===== config.mk =====
export PLATFORM = sky130hd
export DESIGN_NAME = stream_fifo
export DESIGN_NICKNAME = d
export VERILOG_FILES = /design/src/rtl/stream_fifo_pkg.sv /design/src/rtl/stream_fifo_mem.sv /design/src/rtl/stream_fifo.sv
export SDC_FILE = /design/constraint.sdc
export NUM_CORES = 1
export LEC_CHECK = 0
export ABC_AREA = 1
export BUFFER_PORTS_ARGS = -buffer_cell sky130_fd_sc_hd__buf_2
export CAP_MARGIN = 30
export CORE_MARGIN = 1.5
export CORE_UTILIZATION = 30
export DETAILED_ROUTE_END_ITERATION = 16
export MAX_ROUTING_LAYER = met4
export PLACE_DENSITY = 0.45
export SLEW_MARGIN = 40
export SYNTH_ARGS = -nofsm -noshare
export SYNTH_HDL_FRONTEND = slang
export SYNTH_HIERARCHICAL = 1
export SYNTH_SLANG_ARGS = --single-unit

===== constraint.sdc =====
create_clock -name clk -period 7.6 [get_ports clk]
set_input_delay 0.38 -clock clk [delete_from_list [all_inputs] [get_ports clk]]
set_output_delay 0.38 -clock clk [all_outputs]
set_load 0.01 [all_outputs]

===== src/rtl/stream_fifo_pkg.sv =====
// stream_pkg: shared defaults, level-width helper and word type for the acquisition stream blocks.
package stream_pkg;
  localparam int DEFAULT_DATA_WIDTH = 32;
  localparam int DEFAULT_DEPTH = 16;
  typedef logic [DEFAULT_DATA_WIDTH-1:0] word_t;
  function automatic int lvl_w(input int depth);
    return $clog2(depth) + 1;
  endfunction
endpackage


===== src/rtl/stream_fifo_mem.sv =====
// stream_fifo_mem: DEPTH x DATA_WIDTH simple dual-port storage, one write port, synchronous read, no reset.
module stream_fifo_mem
  import stream_pkg::*;
#(
  parameter int DATA_WIDTH = DEFAULT_DATA_WIDTH,
  parameter int DEPTH = DEFAULT_DEPTH,
  localparam int AW = $clog2(DEPTH)
) (
  input  logic                  clk,
  input  logic                  we_i,
  input  logic [AW-1:0]         waddr_i,
  input  logic [DATA_WIDTH-1:0] wdata_i,
  input  logic                  re_i,
  input  logic [AW-1:0]         raddr_i,
  output logic [DATA_WIDTH-1:0] rdata_o
);
  logic [DATA_WIDTH-1:0] mem_q [DEPTH];
  always_ff @(posedge clk) begin
    if (we_i) mem_q[waddr_i] <= wdata_i;
    if (re_i) rdata_o <= mem_q[raddr_i];
  end
endmodule


===== src/rtl/stream_fifo.sv =====
// stream_fifo: show-ahead synchronous FIFO with level status, flush and sticky underflow.
// Define STREAM_FIFO_PEAK_LEVEL_EN to track the peak level since reset or flush.
module stream_fifo
  import stream_pkg::*;
#(
  parameter int DATA_WIDTH = DEFAULT_DATA_WIDTH,
  parameter int DEPTH = DEFAULT_DEPTH,
  parameter int AFULL_THRESH = 12,
  localparam int LVL_W = lvl_w(DEPTH)
) (
  input  logic                  clk,
  input  logic                  rst,
  input  logic                  flush,
  input  logic [DATA_WIDTH-1:0] data_in,
  input  logic                  data_in_valid,
  output logic                  data_in_ready,
  output logic [DATA_WIDTH-1:0] data_out,
  output logic                  data_out_valid,
  input  logic                  data_out_read,
  output logic [LVL_W-1:0]      level,
  output logic                  full,
  output logic                  almost_full,
  output logic                  underflow_err,
  output logic [LVL_W-1:0]      peak_level
);
  localparam int AW = $clog2(DEPTH);
  logic [AW-1:0] wptr_q, wptr_d, rptr_q, rptr_d;
  logic [LVL_W-1:0] level_q, level_d;
  logic [DATA_WIDTH-1:0] byp_q, byp_d, mem_rdata;
  logic sel_q, sel_d, err_q, err_d;
  logic push, pop, rd_en, load_byp;
  assign full = level_q == LVL_W'(DEPTH);
  assign almost_full = level_q >= LVL_W'(AFULL_THRESH);
  assign data_in_ready = !full;
  assign data_out_valid = level_q != '0;
  assign level = level_q;
  assign underflow_err = err_q;
  assign push = data_in_valid && data_in_ready && !flush;
  assign pop = data_out_read && data_out_valid && !flush;
  // Every word is written to memory; the head is shown either from the bypass register or the read port.
  assign rd_en = pop && level_q > LVL_W'(1);
  assign load_byp = push && (level_q == '0 || (pop && level_q == LVL_W'(1)));
  assign data_out = sel_q ? byp_q : mem_rdata;
  always_comb begin
    wptr_d = flush ? '0 : wptr_q + AW'(push);
    rptr_d = flush ? '0 : rptr_q + AW'(pop);
    level_d = flush ? '0 : level_q + LVL_W'(push) - LVL_W'(pop);
    sel_d = (flush || load_byp) ? 1'b1 : rd_en ? 1'b0 : sel_q;
    byp_d = flush ? '0 : load_byp ? data_in : byp_q;
    err_d = !flush && (err_q || (data_out_read && !data_out_valid));
  end
  always_ff @(posedge clk or negedge rst) begin
    if (!rst) begin
      wptr_q <= '0;
      rptr_q <= '0;
      level_q <= '0;
      sel_q <= 1'b1;
      byp_q <= '0;
      err_q <= 1'b0;
    end else begin
      wptr_q <= wptr_d;
      rptr_q <= rptr_d;
      level_q <= level_d;
      sel_q <= sel_d;
      byp_q <= byp_d;
      err_q <= err_d;
    end
  end
  stream_fifo_mem #(.DATA_WIDTH(DATA_WIDTH), .DEPTH(DEPTH)) u_mem (
    .clk    (clk),
    .we_i   (push),
    .waddr_i(wptr_q),
    .wdata_i(data_in),
    .re_i   (rd_en),
    .raddr_i(rptr_q + AW'(1)),
    .rdata_o(mem_rdata)
  );
`ifdef STREAM_FIFO_PEAK_LEVEL_EN
  logic [LVL_W-1:0] peak_q, peak_d;
  assign peak_d = flush ? '0 : (level_q > peak_q) ? level_q : peak_q;
  always_ff @(posedge clk or negedge rst) begin
    if (!rst) peak_q <= '0;
    else peak_q <= peak_d;
  end
  assign peak_level = peak_q;
`else
  assign peak_level = '0;
`endif
endmodule


==> out/results.txt, run 1 <==
Post-synthesis cell area: 25780 um^2
Pins over their slew limit: 0
Vias per cell: 4.546
Register area share after synthesis: 67.92%
R2r setup slk: 4.08 ns
FF-to-FF End: u_mem/mem_q[0][5]
Final min period: 3.519 ns
Final Hold Vio Count: 0
Yosys warnings: 6
CP endpoint kind: flip-flop
DRC violation count after routing: 0
Worst setup SP type: flip-flop
Worst slack, placed: 4.109 ns
Crit path max fanout: 38
Delay-heaviest family, CP: simple AND/OR/NAND/NOR gates
Dpl hpwl: 42410 um
Max_cap viols: 0
Rel. slew slack: 48.16%
Die H: 296.2 um
#FFs+latches synth: 591
Pin count of the biggest net entering global routing: 173
RSZ-0062 raised after global routing: no
WL final: 72900 um
Initial antenna violation count: 4
CP required: 7.86 ns
Num CTS Buffers: 67
WP data arrival: 3.77 ns
Routability cong.: 0.7823
Sum of buffers and inverters on the critical path: 4
Routed wire per std cell: 19.79 um
Mean Syn Cell Area: 10.67 um^2
Initial DRC count: 1396
Hold/Removal Path Class: in -> reg
Clock sinks: 591
Clk_lat worst skew: 0.60 ns
Hold_sp: flush
GRT Overall Usage: 17.30%
Final ANT Viol Nets: 0
Final Skew: 0.02683 ns
# hold bufs at CTS: 1
Hold depth: 2
IO Pins: 84
Fin crit share: 46.30%
Final setup viols: 0
PnR worst setup slack: 4.081 ns
Pleak: 12.63 nW
CTS clk-pin slew, worst paths: 0.06 ns
Pwr/cell area: 293.5 nW/um^2
# rows: 107
Fmax: 284.2 MHz
Cells along the critical path: inv_1 -> ha_1 -> nand3_2 -> nand2_2 -> inv_2 -> buf_4 -> nand2_1 -> nor2_4 -> buf_4
H-tree lvl count: 3
Measured slew at the worst slew-check pin: 0.7775 ns
Setup Fix Bufs, Post-CTS: 0
Syn Inst Count: 2417
Die ar.: 87710 um^2
Cell area after placement: 27630 um^2
Grt met2 use: 26.87%
Number of global-route vias before repair: 16640
Reg-to-Reg Start: level[2]
Die X: 296.2 um
R2R depth: 9
CTS tree: built
Status: finished, final reports clean
Area grow syn2layout: 15.87%
Crit path top cell by count: buf_4
Slowest CP cell: nor2_4
CTS resizes: 0
CP max stage delay: 0.69 ns
Worst Hold Path EP: rptr_q[1]
Layout net count: 2540
Worst vdd ir: 164.9 uV
Vias: 16750
Post-synth cell types: 29
GRT Max-Usage Layer: met2
Met3 Use GR: 2.376%
Core Footprint: 85150 um^2
Met1 Track Usage GR: 23.51%
Max Root-Sink Buffers: 3
Starting Density: 30.28%
Setup Crit Path Kind: reg -> reg
First-pass GRT wire length: 109300 um
1st-pass router iterations: 9
Number of port buffers: 78
Total negative slack: 0 ns
Clock root cell: clkbuf_16
Layout cells sized above 1: 11.07%
Worst setup startpoint: level[2]
Gr ovfl total: 0
Post-layout instance area: 29870 um^2
==> final cells by class <==
cell class,instances,area [um^2]
inverters,414,1582
clock buffers,93,1889
clock inverters,28,310.3
multi-input cells,1288,6053
flip-flops and latches,591,17510
diodes,1,2.502
repair buffers,125,1094
well taps,1144,1431
fillers,8549,55270
==> routing by layer <==
layer | routed length (um) | vias up | share of wire [%]
li1 | - | 8001 | -
met1 | 33990 | 8237 | 47
met2 | 33800 | 409 | 46
met3 | 3560 | 99 | 4.9
met4 | 1539 | 0 | 2.1
met5 | 0 | - | 0
==> per-stage QoR <==
| stage | power (mW) | std cells | util (%) | hold slack [ns] |
|---|---|---|---|---|
| CTS | 8.883 | 3682 | 35.05 | 0.09160 |
| global route | 9.173 | 3683 | 35.08 | 0.1260 |
| finish | 8.768 | 3684 | 35.09 | 0.1268 |
| detailed placement | 5.597 | 3560 | 32.45 | 0.4832 |
| floorplan | 5.024 | 2421 | - | 0.08441 |
| global placement | 5.586 | 3535 | 31.84 | 0.4780 |
==> power breakdown <==
group,switching [mW],internal (mW),total (mW)
registers,0.0732,3.71,3.78
logic,1.23,0.502,1.73
clock network,1.29,1.97,3.26
total,2.58,6.18,8.77
==> cell usage in the layout (no fill, tap or decap), drive strengths merged, types with 2 or more instances in the layout <==
master	synthesis	layout
a21oi	6	6
buf	113	124
bufinv	0	7
clkbuf	15	93
clkinv	0	21
conb	1	5
dfrtp	46	46
edfxtp	544	544
ha	15	15
inv	414	413
mux2	32	32
nand2	723	723
nand3	457	457
nand3b	3	3
nor2	37	37
o21ai	3	3
xnor2	2	2
xor2	3	3
==> flip-flops by register name, indices dropped and copies added (netlist names) <==
name / count
level: 5
u_mem/mem_q: 512
byp_q: 32
sel_q: 1
underflow_err: 1
wptr_q: 4
rptr_q: 4
u_mem/rdata_o: 32
==> how the worst max path moves through the flow <==
stage | end | cells past startpoint
after floorplan | u_mem/mem_q[12][0] | 8
after global placement | u_mem/mem_q[13][20] | 8
after detailed placement | u_mem/mem_q[0][5] | 9
after CTS | u_mem/mem_q[0][5] | 9
after global routing | u_mem/mem_q[0][5] | 9
final | u_mem/mem_q[0][5] | 9
==> cell usage after synthesis <==
| cell | count | area, um^2 |
|---|---|---|
| dfrtp_1 | 46 | 1151 |
| nand3b_1 | 3 | 22.52 |
| inv_4 | 1 | 6.260 |
| a21oi_1 | 6 | 30.03 |
| nand3_2 | 2 | 20.02 |
| buf_2 | 51 | 255.2 |
| inv_2 | 4 | 15.01 |
| dfstp_2 | 1 | 26.28 |
| nor2_1 | 36 | 135.1 |
| o21a_1 | 1 | 7.510 |
| o21ai_0 | 3 | 15.01 |
| fa_1 | 1 | 20.02 |
| buf_4 | 14 | 105.1 |
| conb_1 | 1 | 3.750 |
| nand3_1 | 455 | 2277 |
| xnor2_1 | 2 | 17.52 |
| inv_1 | 409 | 1535 |
| nand2_1 | 720 | 2703 |
| buf_1 | 15 | 56.30 |
| edfxtp_1 | 544 | 16340 |
| buf_12 | 1 | 20.02 |
| ha_1 | 15 | 187.7 |
| nand2_2 | 2 | 12.51 |
| clkbuf_1 | 15 | 56.30 |
| nor2_4 | 1 | 11.26 |
| xor2_1 | 3 | 26.28 |
| buf_6 | 32 | 360.4 |
| mux2_2 | 32 | 360.4 |
| nand2_4 | 1 | 11.26 |
==> cells by family after synthesis <==
family / Yosys count / synth area share (%)
flops: 591 / 67.92
xor+xnor: 5 / 0.1699
compound gates: 10 / 0.2038
buf+inv: 542 / 9.346
fa+ha+maj: 16 / 0.8056
other cells: 1 / 0.01454
simple gates: 1220 / 20.14
mux: 32 / 1.398
(Power assumes the default switching activity.)
==> run 2, diff against run 1 <==
--- a/config.mk
+++ b/config.mk
@@ -12,7 +12,7 @@
 export CORE_UTILIZATION = 30
 export DETAILED_ROUTE_END_ITERATION = 16
 export MAX_ROUTING_LAYER = met4
-export PLACE_DENSITY = 0.45
+export PLACE_DENSITY = 0.47
 export SLEW_MARGIN = 40
 export SYNTH_ARGS = -nofsm -noshare
 export SYNTH_HDL_FRONTEND = slang
==> constraint.sdc (replaced) <==
create_clock -name clk -period 3.1 [get_ports clk]
set_input_delay 0.155 -clock clk [delete_from_list [all_inputs] [get_ports clk]]
set_output_delay 0.155 -clock clk [all_outputs]
set_load 0.01 [all_outputs]
==> run 2 against run 1 <==
  * Die area is the same
  * Sequential power grew 150%
  * Clock skew grew 0.0020 ns
  * Global-route usage shrank 0.29 points
  * Critical path type unchanged
==> out/results.txt, run 2 (synthesized netlist as in run 1, its figures left out) <==
Status: finished, final reports clean
PnR worst setup slack: 0.5537 ns
Hold_ws: 0.03288 ns
H-tree lvl count: 3
Final Skew: 0.02882 ns
Fmax: 392.7 MHz
Starting Density: 30.28%
Max_cap viols: 0
Rel. slew slack: 52.25%
Routed wire per std cell: 19.05 um
CP required: 3.58 ns
Tot Pwr: 21.64 mW
Final min period: 2.546 ns
Routability cong.: 0.7671
Top Registers: u_mem/mem_q (512), byp_q (32), u_mem/rdata_o (32)
Gr ovfl total: 0
Dpl hpwl: 39740 um
Setup Crit Path Kind: reg -> reg
Pleak: 12.81 nW
Crit path max fanout: 5
Clock sinks: 591
Commonest non-fill, non-tap cells in the layout: nand2_1 (720), edfxtp_1 (544), nand3_1 (455)
Final ANT Viol Nets: 0
Pins over their slew limit: 0
Max reg flops: 512
Number of port buffers: 78
Hold/Removal Path Class: in -> reg
Vias per cell: 4.539
Die H: 296.2 um
Worst setup SP type: flip-flop
GRT Overall Usage: 17.01%
Pwr/cell area: 716.8 nW/um^2
Worst vdd ir: 531.7 uV
IO Pins: 84
Max Root-Sink Buffers: 3
Fin crit share: 82.14%
Setup Fix Bufs, Post-CTS: 0
CP endpoint kind: flip-flop
Num CTS Buffers: 70
Commonest non-fill, non-tap cell in the layout: nand2_1
Clk_lat worst skew: 0.60 ns
Number of global-route vias before repair: 16950
Worst slack, placed: 0.5396 ns
Total negative slack: 0 ns
WP data arrival: 3.03 ns
Placed Cells: 3573
CTS clk-pin slew, worst paths: 0.06 ns
CTS tree: built
Pin count of the biggest net entering global routing: 90
Final Hold Vio Count: 0
Area grow syn2layout: 17.11%
RSZ-0062 raised after global routing: no
Vias: 16960
DRC violation count after routing: 0
Die ar.: 87710 um^2
# rows: 107
Final core utilization: 35.46%
First-pass GRT wire length: 107900 um
Non-Filler Instances: 3735
Top reg by flops: u_mem/mem_q
Layout cells sized above 1: 11.47%
Die X: 296.2 um
Clock root cell: clkbuf_16
Cell area after placement: 27630 um^2
Initial DRC count: 1277
Core Footprint: 85150 um^2
Initial antenna violation count: 2
Post-layout instance area: 30200 um^2
1st-pass router iterations: 5
Final setup viols: 0
Layout net count: 2588
WL final: 71160 um
Measured slew at the worst slew-check pin: 0.7162 ns
==> run 2: worst max-delay path: stages, from the launching register on <==
cell,delay [ns]
dfrtp_1,0.43
inv_1,0.12
ha_1,0.24
nand3_2,0.13
nand2_1,0.16
inv_1,0.09
ha_1,0.27
inv_1,0.06
ha_1,0.15
inv_1,0.06
fa_1,0.39
inv_1,0.07
nand2_1,0.06
a21oi_1,0.15
nor2_1,0.06
==> run 2: final cells by class <==
cell class / instances / area, um^2
flip-flops and latches: 591 / 17510
inverters: 414 / 1569
repair buffers: 170 / 1404
clock buffers: 96 / 1902
fillers: 8456 / 54950
multi-input cells: 1288 / 6053
well taps: 1144 / 1431
diodes: 1 / 2.502
clock inverters: 31 / 320.3
==> run 2: what timing repair did <==
action                                 in CTS  in global routing
hold buffers                               34                  0
setup endpoints to repair                   0                  0
resized for setup                           0                  0
endpoints found under the hold margin     520                  0
==> run 2: where the power goes <==
part	internal [mW]	switching, mW
clock	4.80	3.21
sequential	9.09	0.176
combinational	1.38	2.98
==> run 2: final timing paths <==
kind / start / end / slack (ns) / cells after the start
setup / recovery: level[2] / level[4] / 0.55 / 14
hold / removal: data_in[13] / u_mem/mem_q[15][13] / 0.03 / 1
setup reg to reg: level[2] / level[4] / 0.55 / 14
hold reg to reg: underflow_err / underflow_err / 0.48 / 1
max in group asynchronous: rst / byp_q[17] / 1.99 / 3
min in group asynchronous: rst / byp_q[3] / 0.07 / 2
==> run 2: routing by layer <==
metal / vias to the layer above / wire length, um / GRT usage [%]
met5: - / 0 / -
met4: 0 / 1208 / 4.492
met3: 88 / 3160 / 2.511
met2: 362 / 34750 / 27.85
met1: 8410 / 32040 / 22.05
li1: 8095 / - / -
